## src/rtl/epmp_mem_cycle_ctrl_pkg.sv

```systemverilog
`default_nettype none
// ============================================================================
//  Module      : epmp_mem_cycle_ctrl_pkg
//  Description : Command/state encodings and the per-state output decode
//                shared by the memory-cycle sequencer.
//  Revision    : 1.0 - initial release
// ============================================================================
package epmp_mem_cycle_ctrl_pkg;

    typedef enum logic [1:0] {
        CMD_IB_LOAD   = 2'b00,
        CMD_IB_DRIVE  = 2'b01,
        CMD_MEM_READ  = 2'b10,
        CMD_MEM_WRITE = 2'b11
    } cmd_t;

    typedef enum logic [2:0] {
        S_IDLE    = 3'd0,
        S_IBX     = 3'd1,
        S_ADDR    = 3'd2,
        S_STROBE  = 3'd3,
        S_WAIT    = 3'd4,
        S_LATCH   = 3'd5,
        S_RECOVER = 3'd6,
        S_DONE    = 3'd7
    } state_t;

    typedef struct packed {
        logic busy;
        logic done;
        logic mar_xb_en;
        logic n_rd;
        logic n_wr;
        logic mdr_xb_load;
        logic mdr_ib_load;
        logic mdr_xb_en;
        logic mdr_ib_en;
    } ctrl_out_t;

    localparam ctrl_out_t c_OUT_IDLE = '{
        busy: 1'b0, done: 1'b0, mar_xb_en: 1'b0, n_rd: 1'b1, n_wr: 1'b1,
        mdr_xb_load: 1'b0, mdr_ib_load: 1'b0, mdr_xb_en: 1'b0, mdr_ib_en: 1'b0
    };

    // Outputs that must be presented while the sequencer sits in state s.
    function automatic ctrl_out_t state_outputs(input state_t s, input cmd_t c);
        ctrl_out_t o;
        logic      is_wr;
        o     = c_OUT_IDLE;
        is_wr = (c == CMD_MEM_WRITE);
        case (s)
            S_IBX: begin
                o.busy        = 1'b1;
                o.done        = 1'b1;
                o.mdr_ib_load = (c == CMD_IB_LOAD);
                o.mdr_ib_en   = (c == CMD_IB_DRIVE);
            end
            S_ADDR: begin
                o.busy      = 1'b1;
                o.mar_xb_en = 1'b1;
                o.mdr_xb_en = is_wr;
            end
            S_STROBE, S_WAIT: begin
                o.busy      = 1'b1;
                o.mar_xb_en = 1'b1;
                o.n_rd      = is_wr;
                o.n_wr      = !is_wr;
                o.mdr_xb_en = is_wr;
            end
            S_LATCH: begin
                o.busy        = 1'b1;
                o.mar_xb_en   = 1'b1;
                o.n_rd        = 1'b0;
                o.mdr_xb_load = 1'b1;
            end
            S_RECOVER: begin
                o.busy      = 1'b1;
                o.mar_xb_en = 1'b1;
                o.mdr_xb_en = 1'b1;
            end
            S_DONE: begin
                o.busy = 1'b1;
                o.done = 1'b1;
            end
            default: o = c_OUT_IDLE;
        endcase
        return o;
    endfunction

endpackage
`default_nettype wire

```

## src/rtl/epmp_wait_timer.sv

```systemverilog
`default_nettype none
// ============================================================================
//  Module      : epmp_wait_timer
//  Description : 8-bit loadable down-counter with zero flag; times both the
//                strobe length and the ready timeout.
//  Revision    : 1.0 - initial release
// ============================================================================
module epmp_wait_timer (
    input  logic       clk,
    input  logic       rst,
    input  logic       i_load,
    input  logic [7:0] i_load_val,
    input  logic       i_en,
    output logic       o_zero
);

    logic [7:0] r_cnt;

    // Saturates at zero so a stalled enable never wraps into a long count.
    always_ff @(posedge clk) begin
        if (rst) begin
            r_cnt <= 8'd0;
        end else if (i_load) begin
            r_cnt <= i_load_val;
        end else if (i_en && (r_cnt != 8'd0)) begin
            r_cnt <= r_cnt - 8'd1;
        end
    end

    assign o_zero = (r_cnt == 8'd0);

endmodule
`default_nettype wire

```

## src/rtl/epmp_mem_cycle_ctrl.sv

```systemverilog
`default_nettype none
// ============================================================================
//  Module      : epmp_mem_cycle_ctrl
//  Description : MDR / external-bus cycle sequencer with wait states, ready
//                handshake and timeout; all outputs registered.
//  Revision    : 1.0 - initial release
// ============================================================================
module epmp_mem_cycle_ctrl #(
    parameter int WAIT_STATES = 1,
    parameter int TIMEOUT     = 15
) (
    input  logic       clk,
    input  logic       rst,
    input  logic       start,
    input  logic [1:0] cmd,
    input  logic       ready,
    output logic       busy,
    output logic       done,
    output logic       bus_err,
    output logic       MAR_XB_En,
    output logic       nRD,
    output logic       nWR,
    output logic       MDR_XB_Load,
    output logic       MDR_IB_Load,
    output logic       MDR_XB_En,
    output logic       MDR_IB_En,
    output logic [2:0] Debug_State
);

    import epmp_mem_cycle_ctrl_pkg::*;

    localparam logic [7:0] c_STROBE_LOAD  = 8'(WAIT_STATES - 1);
    localparam logic [7:0] c_TIMEOUT_LOAD = 8'(TIMEOUT - 1);

    state_t    r_state;
    cmd_t      r_cmd;
    ctrl_out_t r_out;
    logic      r_bus_err;

    logic       w_tmr_load;
    logic       w_tmr_en;
    logic       w_tmr_zero;
    logic [7:0] w_tmr_val;
    cmd_t       w_cmd_in;

    assign w_cmd_in = cmd_t'(cmd);

    // The timer is reloaded on the last ADDR/STROBE cycle so it already holds
    // the right count on the first cycle of the following phase.
    always_comb begin
        w_tmr_load = 1'b0;
        w_tmr_en   = 1'b0;
        w_tmr_val  = 8'd0;
        case (r_state)
            S_ADDR: begin
                w_tmr_load = 1'b1;
                w_tmr_val  = c_STROBE_LOAD;
            end
            S_STROBE: begin
                if (w_tmr_zero) begin
                    w_tmr_load = 1'b1;
                    w_tmr_val  = c_TIMEOUT_LOAD;
                end else begin
                    w_tmr_en = 1'b1;
                end
            end
            S_WAIT:  w_tmr_en = 1'b1;
            default: ;
        endcase
    end

    epmp_wait_timer u_wait_timer (
        .clk        (clk),
        .rst        (rst),
        .i_load     (w_tmr_load),
        .i_load_val (w_tmr_val),
        .i_en       (w_tmr_en),
        .o_zero     (w_tmr_zero)
    );

    always_ff @(posedge clk) begin
        if (rst) begin
            r_state   <= S_IDLE;
            r_cmd     <= CMD_IB_LOAD;
            r_out     <= c_OUT_IDLE;
            r_bus_err <= 1'b0;
        end else begin
            case (r_state)
                S_IDLE: begin
                    if (start) begin
                        r_cmd     <= w_cmd_in;
                        r_bus_err <= 1'b0;
                        if (cmd[1]) begin
                            r_state <= S_ADDR;
                            r_out   <= state_outputs(S_ADDR, w_cmd_in);
                        end else begin
                            r_state <= S_IBX;
                            r_out   <= state_outputs(S_IBX, w_cmd_in);
                        end
                    end
                end
                S_IBX: begin
                    r_state <= S_IDLE;
                    r_out   <= c_OUT_IDLE;
                end
                S_ADDR: begin
                    r_state <= S_STROBE;
                    r_out   <= state_outputs(S_STROBE, r_cmd);
                end
                S_STROBE: begin
                    if (w_tmr_zero) begin
                        r_state <= S_WAIT;
                        r_out   <= state_outputs(S_WAIT, r_cmd);
                    end
                end
                S_WAIT: begin
                    // A ready seen on the final allowed cycle still completes normally.
                    if (ready) begin
                        if (r_cmd == CMD_MEM_WRITE) begin
                            r_state <= S_RECOVER;
                            r_out   <= state_outputs(S_RECOVER, r_cmd);
                        end else begin
                            r_state <= S_LATCH;
                            r_out   <= state_outputs(S_LATCH, r_cmd);
                        end
                    end else if (w_tmr_zero) begin
                        r_state   <= S_DONE;
                        r_out     <= state_outputs(S_DONE, r_cmd);
                        r_bus_err <= 1'b1;
                    end
                end
                S_LATCH, S_RECOVER: begin
                    r_state <= S_DONE;
                    r_out   <= state_outputs(S_DONE, r_cmd);
                end
                S_DONE: begin
                    r_state <= S_IDLE;
                    r_out   <= c_OUT_IDLE;
                end
                default: begin
                    r_state <= S_IDLE;
                    r_out   <= c_OUT_IDLE;
                end
            endcase
        end
    end

    assign busy        = r_out.busy;
    assign done        = r_out.done;
    assign bus_err     = r_bus_err;
    assign MAR_XB_En   = r_out.mar_xb_en;
    assign nRD         = r_out.n_rd;
    assign nWR         = r_out.n_wr;
    assign MDR_XB_Load = r_out.mdr_xb_load;
    assign MDR_IB_Load = r_out.mdr_ib_load;
    assign MDR_XB_En   = r_out.mdr_xb_en;
    assign MDR_IB_En   = r_out.mdr_ib_en;
    assign Debug_State = r_state;

endmodule
`default_nettype wire

```

## config.mk

```make
export PLATFORM = sky130hd
export DESIGN_NAME = epmp_mem_cycle_ctrl
export DESIGN_NICKNAME = d
export VERILOG_FILES = /design/src/rtl/epmp_mem_cycle_ctrl_pkg.sv /design/src/rtl/epmp_wait_timer.sv /design/src/rtl/epmp_mem_cycle_ctrl.sv
export SDC_FILE = /design/constraint.sdc
export NUM_CORES = 1
export LEC_CHECK = 0
export CORE_MARGIN = 2
export CORE_UTILIZATION = 40
export DETAILED_ROUTE_END_ITERATION = 16
export PLACE_DENSITY = 0.62
export REMOVE_ABC_BUFFERS = 1
export SYNTH_ARGS = -nofsm -noshare
export SYNTH_HDL_FRONTEND = slang
export SYNTH_SLANG_ARGS = --single-unit
```

## constraint.sdc

```tcl
create_clock -name clk -period 4.7 [get_ports clk]
set_clock_uncertainty 0.1 [all_clocks]
set_input_delay 0.47 -clock clk [delete_from_list [all_inputs] [get_ports clk]]
set_output_delay 0.47 -clock clk [all_outputs]
set_load 0.05 [all_outputs]
```

# ---- Word-level counts from Yosys, hierarchy flattened
# Index checks and enable logic that the tools add are counted.
dict set report classes {
  n_addsub 1
  n_eq_ne 15
  n_mux 26
  reduce_logical 13
}
# cell count
set op_table {}
lappend op_table {{9-bit case mux with 6 select lines} 1}
lappend op_table {{9-bit 2-to-1 mux} 4}
lappend op_table {{8-bit 2-to-1 mux} 3}
lappend op_table {{3-bit case mux with 6 select lines} 1}
lappend op_table {{3-bit == test, second input constant} 4}
lappend op_table {{3-bit 2-to-1 mux} 4}
lappend op_table {{8-bit logical NOT} 1}
lappend op_table {{4-bit 2-to-1 mux} 2}
lappend op_table {{8-bit nonzero test} 1}
lappend op_table {{8-bit by 1-bit subtractor with 8-bit output, second input constant} 1}
lappend op_table {{3-bit by 2-bit == test with 1-bit output, second input constant} 2}
lappend op_table {{6-bit 2-to-1 mux} 1}
lappend op_table {{1-bit case mux with 2 select lines} 3}
lappend op_table {{1-bit 2-to-1 mux} 5}
lappend op_table {{2-bit == test, second input constant} 2}
lappend op_table {{2-bit 2-to-1 mux} 2}
lappend op_table {{2-bit by 1-bit inequality test with 1-bit output, second input constant} 2}
lappend op_table {{2-bit inequality test, second input constant} 2}
lappend op_table {{4-bit AND reduction} 1}
lappend op_table {{2-bit nonzero test} 2}
lappend op_table {{2-bit OR reduction} 2}
lappend op_table {{3-bit by 1-bit == test with 1-bit output, second input constant} 1}
lappend op_table {{3-bit logical NOT} 1}
lappend op_table {{3-bit by 2-bit inequality test with 1-bit output, second input constant} 1}
lappend op_table {{6 further kinds} 6}
dict set report totals {
  reg_bits 23
  out_inout_bits 13
  word_cells 68
}

# ---- Longest topological paths before layout
dict set report logic_depth {
  depth_word 6
  mapped_depth 7
}

# ---- By module
# From an unflattened synthesis, not the netlist that was laid out.
dict set report unflattened {
  cells_unflattened 149
  hier_area_um2 1281.2
}
# mod n_inst cells_each area_per_inst_um2 seq_area_each_um2
set modules_own_cells {}
lappend modules_own_cells {epmp_mem_cycle_ctrl 1 90 765.7 300.3}
lappend modules_own_cells {epmp_wait_timer 1 59 515.5 160.2}

# ---- Least setup slack after synthesis
# Ideal clock, no wire load.
dict set report synth_path {
  path_type {reg-to-reg}
  from {register r_state[0] (netlist: Debug_State[0])}
  to {register r_state[0] (netlist: Debug_State[0])}
  arrival_time_ns 1.831
  path_slack_ns 2.678
  path_stages_with_launch 7
  path_buffers 2
  synth_period_minus_slack_ns 2.022
  path_cell_list {dfxtp_1 > buf_2 > and3b_1 > buf_2 > a2bb2oi_1 > nor2_1 > a311oi_1}
}
dict set report synth_between {
  elab_chain_len 3
  word_cells_on_any_way 15
  classes_between {eq/ne: 10; mux: 1; reduce/logical: 4}
}
# item line_no
set synth_rtl {}
lappend synth_rtl {{start: declaration} epmp_mem_cycle_ctrl.sv:35} ;# state_t r_state;
lappend synth_rtl {{start signal: assignment} epmp_mem_cycle_ctrl.sv:83} ;# r_state <= S_IDLE;
lappend synth_rtl {{start signal: assignment} epmp_mem_cycle_ctrl.sv:94} ;# r_state <= S_ADDR;
lappend synth_rtl {{start signal: assignment} epmp_mem_cycle_ctrl.sv:97} ;# r_state <= S_IBX;
lappend synth_rtl {{3-bit == test (tied with other cells)} epmp_mem_cycle_ctrl.sv:88} ;# case (r_state)
lappend synth_rtl {{2-bit OR reduction (no source line) (tied with other cells)} -}
lappend synth_rtl {{3-bit case mux with 6 select lines or 3-bit AND reduction (tied branches)} -}
# Parallel ways exist; a longest one is shown, timed or not.
# A chain may end at the register's enable or synchronous reset.

# ---- Final worst setup path
dict set report layout_path {
  from {register r_state[0] (netlist: Debug_State[0])}
  to {output Debug_State[0]}
}
# item line_no
set layout_rtl {}
lappend layout_rtl {{end: declaration} epmp_mem_cycle_ctrl.sv:27} ;# output logic [2:0] Debug_State
# No word-level cell between the ends.

==> run_results.csv <==
group,metric,value,unit
setup_path,critical_path_class,"reg2out",
setup_path,cp_num_buf_inv,1,
clock_network,cts_tree,"built",
sta,rsz0062_at_grt,"no",
clock_network,numCtsBuffers,3,
clock_network,postCtsSetupBuffers,0,
detailed_routing,drt-total-wl,3026,um
detailed_routing,ant_nets,0,
sta,tns,0,ps
detailed_routing,drt_iter0_markers,49,
clock_network,cts_hold_buf,0,
placed_design,port_buffers,18,
setup_path,cpPeakStageDelay,920,ps
synth,syn-instance-count,152,
power,p_int,0.4887,mW
global_route,grt_antenna_before_repair,0,
power,power_frac_seq,33.2,%
power,ir_worst_vdd,217.7,uV
sta,slew-limit-headroom,58.17,%
setup_path,critical_path.slowest_cell,"clkdlybuf4s50_1",
clock_network,clock_path_buffers,2,
detailed_routing,vias_per_cell,5.990,
die,initial_utilization,41.71,%
setup_path,r2r_end,"MAR_XB_En$_SDFFE_PP0P_",
global_route,grt_overflow,0,
global_route,grt_pass1_vias,1143,
setup_path,end_kind,"output pin",
synth,synth.area.top_cells,"dfxtp_1, a21oi_1, nor2_1",
setup_path,reg2regPathDepth,4,
placed_design,gp_congestion,0.8134,
sta,hold_viol,0,
cells_and_area,syn2layout_area_growth,16.38,%
die,rows,20,
sta,slew_viol_final,0,
synth,synth-main-ff-cell,"dfxtp_1",
power,switchingPower,0.5009,mW
global_route,grt_max_degree,19,
synth,synth_seq_cells,23,
cells_and_area,antenna_cells,0,
die,io_pins,19,
setup_path,path_depth,1,
clock_network,cts_resized,0,
clock_network,cts_max_level,1,
synth,synthTopCellsByCount,"dfxtp_1, a21oi_1, nor2_1",
power,leakage,0.4929,nW
sta,fin_crit,2549,ps
flow_run,drv_cap,0,
synth,yosysSeqAreaShare,36.76,%
clock_network,worstSkewPairLatency,320,ps
die,core,3003,um2
sta,clock.fmax,392.4,MHz
cells_and_area,final_util,48.54,%
sta,setup_viol,0,
placed_design,dp_hpwl,2159,um
die,die_h,59.96,um
cells_and_area,nNetsFinal,173,
power,total_power,0.9896,mW
clock_network,root_buffer,"clkbuf_4",
synth,ys.warnings.count,0,
setup_path,arrival,1980,ps
power,combPwrFrac,57.1,%
cells_and_area,largest_reg_flops,8,
power,cellPowerDensity,678.9,nW/um2
sta,period_share,54.22,%
setup_path,cp-startpoint,"Debug_State[0]$_SDFFE_PP0P_",
hold_path,hp-class,"reg2reg",
synth,post-synth-top-area-fraction,36.76,%
clock_network,clock-sinks,23,
setup_path,cp_cell_sequence,"clkdlybuf4s50_1",
synth,synth-edff-count,0,
detailed_routing,drc,0,
power,switching_share,50.62,%
setup_path,worstSetupStartpointType,"register",
setup_path,crit_path_max_fanout,18,
synth,synth_area,1252,um2
global_route,grt_pass1_wl,5126,um
die,fp.dieW,59.96,um
die,die_area,3595,um2
outcome,status,"completed",
sta,tightest_slew,625.5,ps
synth,synth.avg_cell_area,8.240,um2
synth,yosysTopAreaCell,"dfxtp_1",
clock_network,clkTransAtPathRegs,130,ps
synth,synth_cell_types,47,
cells_and_area,fill_cells,291,
detailed_routing,vias,1180,
setup_path,crit_path_end,"Debug_State[0]",
cells_and_area,layout-drive-gt1-share,5.488,%
setup_path,worstPathRequired,4130,ps
cells_and_area,top_register,"u_wait_timer.r_cnt",
power,p_clk_share,9.7,%
global_route,track_usage,18.91,%
setup_path,r2r_start,"Debug_State[0]$_SDFFE_PP0P_",
setup_path,crit_family,"buffers and inverters",
synth,async_reset_ff_share,0,%
detailed_routing,avgRoutedWirePerCell,15.36,um
synth,yosysMostFrequentCell,"dfxtp_1",
setup_path,r2r_slack,2420,ps
detailed_routing,drt_pre_antenna_iters,4,
-- worst min-delay path by stage --
| stage | startpoint | end | slack (ps) | cells past startpoint |
|---|---|---|---|---|
| finish | MDR_IB_Load$_SDFFE_PP0P_ | MDR_IB_Load$_SDFFE_PP0P_ | 390 | 2 |
| global route | MDR_IB_Load$_SDFFE_PP0P_ | MDR_IB_Load$_SDFFE_PP0P_ | 400 | 2 |
| CTS | MDR_IB_Load$_SDFFE_PP0P_ | MDR_IB_Load$_SDFFE_PP0P_ | 390 | 2 |
| detailed placement | MDR_IB_Load$_SDFFE_PP0P_ | MDR_IB_Load$_SDFFE_PP0P_ | 370 | 2 |
| global placement | MDR_IB_Load$_SDFFE_PP0P_ | MDR_IB_Load$_SDFFE_PP0P_ | 380 | 2 |
| floorplan | r_cmd[1]$_SDFFE_PP0P_ | r_cmd[1]$_SDFFE_PP0P_ | 380 | 2 |
-- per-layer routing --
layer / GRT usage (%) / share of wire [%] / wire length [um]
met3: 4.113 / 4.5 / 135
met4: 9.524 / 1.7 / 50
met1: 25.73 / 50 / 1517
met2: 27.95 / 44 / 1322
met5: 0 / 0 / 0
-- power groups by stage --
stage / clock (mW) / sequential (mW) / combinational, mW
after floorplan: 0 / 0.425 / 0.308
after global placement: 0 / 0.332 / 0.552
after detailed placement: 0 / 0.333 / 0.556
after CTS: 0.0985 / 0.328 / 0.559
after global routing: 0.108 / 0.342 / 0.611
final: 0.0959 / 0.329 / 0.565
-- kinds of logic (layout without fill, tap and decap cells) --
| logic type | count (synthesis) | count (layout) | synth area share (%) |
|---|---|---|---|
| AOI/OAI and AO/OA | 54 | 54 | 28.97 |
| adders and majority gates | 2 | 2 | 1.998 |
| xor gates and xnor gates | 4 | 4 | 2.798 |
| buffers and inverters | 17 | 29 | 5.494 |
| DFF | 23 | 23 | 36.76 |
| muxes | 2 | 2 | 1.598 |
| and+or+nand+nor | 50 | 50 | 22.38 |
-- cells in the final DEF, fill, tap and decap left out, types with 2 or more instances in the layout --
cell              n
clkdlybuf4s50_1  18
nand2b_1          3
nand2_1           8
nand3_1           3
a211oi_1          3
dfxtp_1          23
nor4_1            3
nor3_1            6
ha_1              2
o21ai_0           8
o2111ai_1         3
a2bb2oi_1         3
a21oi_1          18
nor2_1           12
mux2i_1           2
xor2_1            3
clkbuf_4          3
inv_1             7
a311oi_1          4
o21ai_1           3
nor2b_1           3
or3_1             2
-- final cells by class --
type,count,area (um2),area share (%)
Clock buffer,4,26.28,1.803
Inverter,7,26.28,1.803
Multi-Input combinational cell,112,723.2,49.61
Sequential cell,23,460.4,31.59
Tap cell,33,41.29,2.833
Timing Repair Buffer,18,180.2,12.36
-- metrics by stage --
stage	std cells	setup slack [ps]	hold slack (ps)	area (um2)
after global placement	193	2309	382.7	1431
after CTS	197	2153	389.2	1458
after detailed placement	193	2245	366.0	1431
after floorplan	142	2545	378.5	1210
after global routing	197	2083	403.1	1458
final	197	2151	393.6	1458
Note: power is estimated with default switching activity, not from simulation.
